**src/rtl/stream_arb_2to1_pkg.sv**
```systemverilog
// Shared definitions for the two-input round-robin stream arbiter.
//   SRC_IN0 / SRC_IN1 : source index encodings carried on out_src and last_src
//   DEFAULT_WIDTH     : default payload width of every stream
//   state_t           : output-register occupancy (EMPTY / FULL)
package stream_arb_2to1_pkg;

    localparam logic SRC_IN0 = 1'b0;
    localparam logic SRC_IN1 = 1'b1;

    localparam int DEFAULT_WIDTH = 8;

    typedef enum logic {
        ST_EMPTY = 1'b0,
        ST_FULL  = 1'b1
    } state_t;

endpackage : stream_arb_2to1_pkg

```
**src/rtl/stream_arb_2to1_if.sv**
```systemverilog
// Bundle of all stream signals around the arbiter.
//   in0_* / in1_* : producer-side valid/ready/data streams
//   out_*         : consumer-side valid/ready/data stream plus out_src tag
// Modports:
//   slave  : the arbiter (consumes in0/in1, produces out)
//   master : the environment (drives producers and the consumer's ready)
interface stream_arb_2to1_if #(
    parameter int WIDTH = stream_arb_2to1_pkg::DEFAULT_WIDTH
);
    logic             in0_valid;
    logic             in0_ready;
    logic [WIDTH-1:0] in0_data;
    logic             in1_valid;
    logic             in1_ready;
    logic [WIDTH-1:0] in1_data;
    logic             out_valid;
    logic             out_ready;
    logic [WIDTH-1:0] out_data;
    logic             out_src;

    modport slave (
        input  in0_valid, in0_data, in1_valid, in1_data, out_ready,
        output in0_ready, in1_ready, out_valid, out_data, out_src
    );

    modport master (
        output in0_valid, in0_data, in1_valid, in1_data, out_ready,
        input  in0_ready, in1_ready, out_valid, out_data, out_src
    );
endinterface : stream_arb_2to1_if

```
**src/rtl/stream_arb_2to1_mux.sv**
```systemverilog
// Single-bit 2:1 multiplexer used as the arbiter's data-select slice.
//   sel : 0 selects in0, 1 selects in1
//   in0 : input for sel=0
//   in1 : input for sel=1
//   y   : selected output
module mux_2to1 (
    input  logic sel,
    input  logic in0,
    input  logic in1,
    output logic y
);
    assign y = sel ? in1 : in0;
endmodule : mux_2to1

```
**src/rtl/stream_arb_2to1.sv**
```systemverilog
// Two-input round-robin stream arbiter with one registered output stage.
// Ports:
//   clk : rising-edge clock
//   rst : synchronous active-high reset
//   bus : stream bundle (slave side) - in0/in1 producers, out consumer,
//         out_src tags which source the held word came from.
// The output register is refilled whenever it is empty or being drained
// (load_en), so a continuously ready consumer sees one word per cycle.
module stream_arb_2to1
    import stream_arb_2to1_pkg::*;
#(
    parameter int WIDTH = DEFAULT_WIDTH
) (
    input  logic                   clk,
    input  logic                   rst,
    stream_arb_2to1_if.slave       bus
);

    state_t           state_q, state_d;
    logic             last_src_q, last_src_d;
    logic [WIDTH-1:0] out_data_q, out_data_d;
    logic             out_src_q, out_src_d;

    logic             load_en;
    logic             grant_valid;
    logic             grant;
    logic             accept;
    logic [WIDTH-1:0] mux_data;

    // ---------------- arbitration ----------------
    always_comb begin
        load_en     = (state_q == ST_EMPTY) || bus.out_ready;
        grant_valid = bus.in0_valid || bus.in1_valid;
        // On a tie the source that did not win last time gets the slot;
        // otherwise whichever single source is valid wins.
        if (bus.in0_valid && bus.in1_valid) begin
            grant = ~last_src_q;
        end else begin
            grant = bus.in1_valid ? SRC_IN1 : SRC_IN0;
        end
    end

    // Readies are forced low during reset so nothing is consumed in that cycle.
    assign bus.in0_ready = !rst && load_en && grant_valid && (grant == SRC_IN0);
    assign bus.in1_ready = !rst && load_en && grant_valid && (grant == SRC_IN1);

    assign accept = (bus.in0_valid && bus.in0_ready) ||
                    (bus.in1_valid && bus.in1_ready);

    // ---------------- data select ----------------
    generate
        for (genvar gi = 0; gi < WIDTH; gi++) begin : g_mux
            mux_2to1 u_mux (
                .sel (grant),
                .in0 (bus.in0_data[gi]),
                .in1 (bus.in1_data[gi]),
                .y   (mux_data[gi])
            );
        end
    endgenerate

    // ---------------- state register ----------------
    always_ff @(posedge clk) begin
        if (rst) begin
            state_q    <= ST_EMPTY;
            last_src_q <= SRC_IN1;   // in0 wins the first tie after reset
            out_data_q <= '0;
            out_src_q  <= SRC_IN0;
        end else begin
            state_q    <= state_d;
            last_src_q <= last_src_d;
            out_data_q <= out_data_d;
            out_src_q  <= out_src_d;
        end
    end

    // ---------------- next-state logic ----------------
    always_comb begin
        state_d    = state_q;
        last_src_d = last_src_q;
        out_data_d = out_data_q;
        out_src_d  = out_src_q;
        if (accept) begin
            // Covers both filling from EMPTY and drain-and-refill in FULL.
            state_d    = ST_FULL;
            last_src_d = grant;
            out_data_d = mux_data;
            out_src_d  = grant;
        end else if ((state_q == ST_FULL) && bus.out_ready) begin
            // Drained with nothing new: payload and tag are left as they were.
            state_d = ST_EMPTY;
        end
    end

    // ---------------- outputs ----------------
    always_comb begin
        bus.out_valid = (state_q == ST_FULL);
        bus.out_data  = out_data_q;
        bus.out_src   = out_src_q;
    end

endmodule : stream_arb_2to1
```
**src/flat_wrapper.sv**
```systemverilog
// flat-port wrapper written by rule: the top's interface ports become plain ports
module stream_arb_2to1_flat import stream_arb_2to1_pkg::*;
#(
    parameter int WIDTH = DEFAULT_WIDTH
)
  (clk, rst, bus_in0_valid, bus_in0_data, bus_in1_valid, bus_in1_data, bus_out_ready, bus_in0_ready, bus_in1_ready, bus_out_valid, bus_out_data, bus_out_src);
  stream_arb_2to1_if #(.WIDTH(WIDTH)) bus_i ();
  input  logic clk;
  input  logic rst;
  input wire logic [$bits(bus_i.in0_valid)-1:0] bus_in0_valid;
  input wire logic [$bits(bus_i.in0_data)-1:0] bus_in0_data;
  input wire logic [$bits(bus_i.in1_valid)-1:0] bus_in1_valid;
  input wire logic [$bits(bus_i.in1_data)-1:0] bus_in1_data;
  input wire logic [$bits(bus_i.out_ready)-1:0] bus_out_ready;
  output wire logic [$bits(bus_i.in0_ready)-1:0] bus_in0_ready;
  output wire logic [$bits(bus_i.in1_ready)-1:0] bus_in1_ready;
  output wire logic [$bits(bus_i.out_valid)-1:0] bus_out_valid;
  output wire logic [$bits(bus_i.out_data)-1:0] bus_out_data;
  output wire logic [$bits(bus_i.out_src)-1:0] bus_out_src;
  assign bus_i.in0_valid = bus_in0_valid;
  assign bus_i.in0_data = bus_in0_data;
  assign bus_i.in1_valid = bus_in1_valid;
  assign bus_i.in1_data = bus_in1_data;
  assign bus_i.out_ready = bus_out_ready;
  assign bus_in0_ready = bus_i.in0_ready;
  assign bus_in1_ready = bus_i.in1_ready;
  assign bus_out_valid = bus_i.out_valid;
  assign bus_out_data = bus_i.out_data;
  assign bus_out_src = bus_i.out_src;
  stream_arb_2to1 #(.WIDTH(WIDTH)) u_core (.clk(clk), .rst(rst), .bus(bus_i));
endmodule
```
**config.mk**
```make
export PLATFORM = sky130hd
export DESIGN_NAME = stream_arb_2to1_flat
export DESIGN_NICKNAME = d
export VERILOG_FILES = /design/src/rtl/stream_arb_2to1_pkg.sv /design/src/rtl/stream_arb_2to1_if.sv /design/src/rtl/stream_arb_2to1_mux.sv /design/src/rtl/stream_arb_2to1.sv /design/src/flat_wrapper.sv
export SDC_FILE = /design/constraint.sdc
export NUM_CORES = 1
export LEC_CHECK = 0
export ABC_AREA = 1
export BUFFER_PORTS_ARGS = -buffer_cell sky130_fd_sc_hd__buf_2
export CAP_MARGIN = 20
export CORE_UTILIZATION = 30
export CTS_CLUSTER_SIZE = 28
export DETAILED_ROUTE_END_ITERATION = 8
export GPL_ROUTABILITY_DRIVEN = 0
export GPL_TIMING_DRIVEN = 0
export HOLD_SLACK_MARGIN = 0.06
export RECOVER_POWER = 50
export SYNTH_ARGS = -nofsm -noshare
export SYNTH_HDL_FRONTEND = slang
export SYNTH_SLANG_ARGS = --single-unit
```
**constraint.sdc**
```tcl
create_clock -name clk -period 1.1 [get_ports clk]
set_clock_uncertainty 0.1 [all_clocks]
set_input_delay 0.165 -clock clk [delete_from_list [all_inputs] [get_ports clk]]
set_output_delay 0.165 -clock clk [all_outputs]
set_load 0.005 [all_outputs]
```
==> summary.md <==
| Metric | Value |
|---|---|
| Fin crit period | approximately 1.3 ns |
| Most common cell in the netlist | nand2_1 |
| Number of global-route vias before repair | roughly 520 |
| ANT nets after route | 0 |
| Syn nets | roughly 100 |
| Slowest cell delay on critical path | about 0.32 ns |
| Max Cap Violations | 0 |
| Global-route wire length before repair | ~2300 µm |
| Number of port buffers | 31 |
| Top layer in use | met4 |
| Crit. End Element | output port |
| Max clock buf depth | 2 |
| Reg clk slew, reported paths | ~0.07 ns |
| Mapped cell area | around 540 µm² |
| Seq cells post-synth | 11 |
| Synth area leaders | dfxtp_1 41%, nand2_1 26%, a21oi_1 8.4% |
| Synth Warn # | 0 |
| N_diodes | 0 |
| Num ports | 33 |
| Detailed Route Iter0 Violations | 2 |
| Starting density of the core | ~34% |
| CP bufs+invs | 2 |
| Drt first pass iters | 2 |
| Routed wire length | roughly 1400 µm |
| Root buf cell | clkbuf_4 |
| Core Region | roughly 0.0016 mm² |
| CTS tree | built |
| Row cnt | 14 |
| Startpoint types | register |
| Routed via count | between 600 and 700 |
| Status | finished with violations |
| Worst endpoint required time | 0.83 ns |
| Drt wl/cell | 9.96 µm |
| H-tree Lvls | 1 |
| Total gr overflow | 0 |
| Worst path top cell family by delay | flip-flops |
| Final Util | between 50% and 60% |
| Clock sink count | 11 |
| Tightest Pin Transition | around 0.46 ns |
| Largest net degree at the start of global routing | 11 |
| Arr. time, crit path | ~1.0 ns |
| FFs w/ async S/R, synth | 0% |
| Failing checks | setup timing |
| Clk_lat worst skew | 0.27 ns |
| Die Width | approximately 44 µm |
| Slew Limit Fails | 0 |
| Post-synth top cells | 37 x nand2_1, 11 x dfxtp_1, 9 x a21oi_1, 9 x nand3_1, 4 x inv_1 |
| Met2 WL | between 600 and 700 µm |
| Highest clock rate | a little under 800 MHz |
| Worst hold path type | input pin to register |
| Crit path top cell by count | nand2_2 |
| Layout cells sized above 1 | between 40% and 50% |
| Syn_area_per_cell | roughly 6.7 µm² |
| Final Hold Viols | 0 |
| CP Cell Sequence | nand2_2 > nand2_2 > nor2_4 > nand2_2 > inv_1 > buf_2 |
| Vias per Instance | between 4 and 5 |
| Slew HR | between 60% and 70% |
| Area grow syn2layout | 51.7% |
| Setup violators final | 2 |
| Met3 WL post-DR | about 77 µm |
| Die extent in y | 44.4 µm |
| HPWL after DPL | ~980 µm |
| # DRC | 0 |
| Nets | around 140 |
| Yosys cell types | 15 |
| Setup WS post-layout | -0.201 ns |
| Critical-path top delay cell | dfxtp_2 |
| Die footprint | 0.00197 mm² |
| Fin crit share | 118% |
| P_leak | between 0.4 and 0.5 nW |
| Wl on met1 | slightly below 700 µm |
| Critical path type | register to output port |
| Top_reg_cell synth | dfxtp_1 |
| Count of flip-flops with a built-in enable after synthesis | 0 |
| Pwr per Cell Area | 1170 mW/mm² |
| Total power | 956 µW |
| Syn Inst Count | 81 |
| Cts bufs inserted | 3 |
| Seq/Total Area, Yosys | 40.8% |
| Antenna violations before repair | 0 |
| Synth top area share | between 40% and 50% |
| Largest area contributor in the netlist | dfxtp_1 |
| GR Util All Layers | between 10% and 20% |
| Max FO, Critical Path | 3 |
| Peak supply drop | between 0.4 and 0.5 mV |
| RSZ-0062 raised after global routing | yes |
==> what timing repair did <==
item                                    CTS  global route
setup buffers                             5             0
pin swaps                                 5             3
hold buffers                              0             0
endpoints found under the setup margin   12            12
gates cloned                              0             0
resized for setup                         8             5
==> area by class of cell <==
class                   instances  area, µm²
repair buffers                 36        199
flip-flops and latches         11        223
inverters                       5       18.8
plain buffers                   2       15.0
well taps                      24       30.0
clock buffers                   4       26.3
fillers                       176        776
multi-input cells              62        307
==> where the power goes <==
part,total (mW),switching [mW],internal (mW)
Clock,0.276,0.135,0.140
Combinational,0.236,0.123,0.113
Sequential,0.444,0.0161,0.428
Total,0.956,0.275,0.681
==> sequential cells by signal, summed over array words and instances (netlist names) <==
register,cells
u_core.bus.out_valid,1
u_core.bus.out_data,8
u_core.bus.out_src,1
u_core.last_src_q,1
==> kinds of logic after synthesis <==
logic type	Yosys count	share of synthesized area, %
and+or+nand+nor	52	42.2
AOI/OAI and AO/OA	10	9.28
DFF	11	40.8
buffers and inverters	8	7.65
==> worst paths after layout <==
kind	slack, ns	end	from	cells after the start
worst min-delay path	0.09	u_core.bus.out_valid$_SDFFE_PP0P_	bus_out_ready	4
worst max-delay path	-0.20	bus_in1_ready	u_core.bus.out_valid$_SDFFE_PP0P_	6
worst max register to register	0.03	u_core.bus.out_data[3]$_SDFFE_PP0P_	u_core.bus.out_valid$_SDFFE_PP0P_	6
worst min register to register	0.36	u_core.bus.out_data[0]$_SDFFE_PP0P_	u_core.bus.out_data[0]$_SDFFE_PP0P_	2
==> cell usage in the layout, fill, tap and decap left out <==
cell type / count
a21oi_1: 8
inv_2: 2
inv_1: 3
clkbuf_4: 3
nand2_4: 2
buf_6: 3
nand3_2: 1
a21oi_2: 1
nor2_2: 1
nand2_1: 34
nand2_2: 3
nor2_4: 2
clkbuf_1: 3
dfxtp_2: 2
buf_2: 30
o21ai_0: 1
nand3_1: 9
dfxtp_1: 9
buf_4: 3
==> metal layers <==
metal  GRT usage [%]  vias to the layer above
met5               0                        -
met2            25.9                       23
li1                -                      334
met1            19.7                      260
met4            9.09                        0
met3            4.90                        2
==> stage by stage <==
step | hold WS [ns] | TNS [ns] | instances | instance area [µm²] | setup WS [ns]
floorplan | 0.247 | 0 | 81 | 544 | 0.0219
global placement | 0.348 | -0.346 | 136 | 729 | -0.162
detailed placement | 0.354 | -0.466 | 136 | 729 | -0.164
CTS | 0.0846 | -0.545 | 145 | 817 | -0.235
global route | 0.0873 | -0.744 | 144 | 818 | -0.273
finish | 0.0862 | -0.357 | 144 | 818 | -0.201
==> worst register-to-register path, cell delays in order, from the launching register on <==
cell and delay, ns:
dfxtp_2 0.32, nand2_2 0.09, nand2_2 0.06, nor2_4 0.09, buf_4 0.16, nand2_1 0.07, a21oi_2 0.11
(Power assumes the default switching activity.)
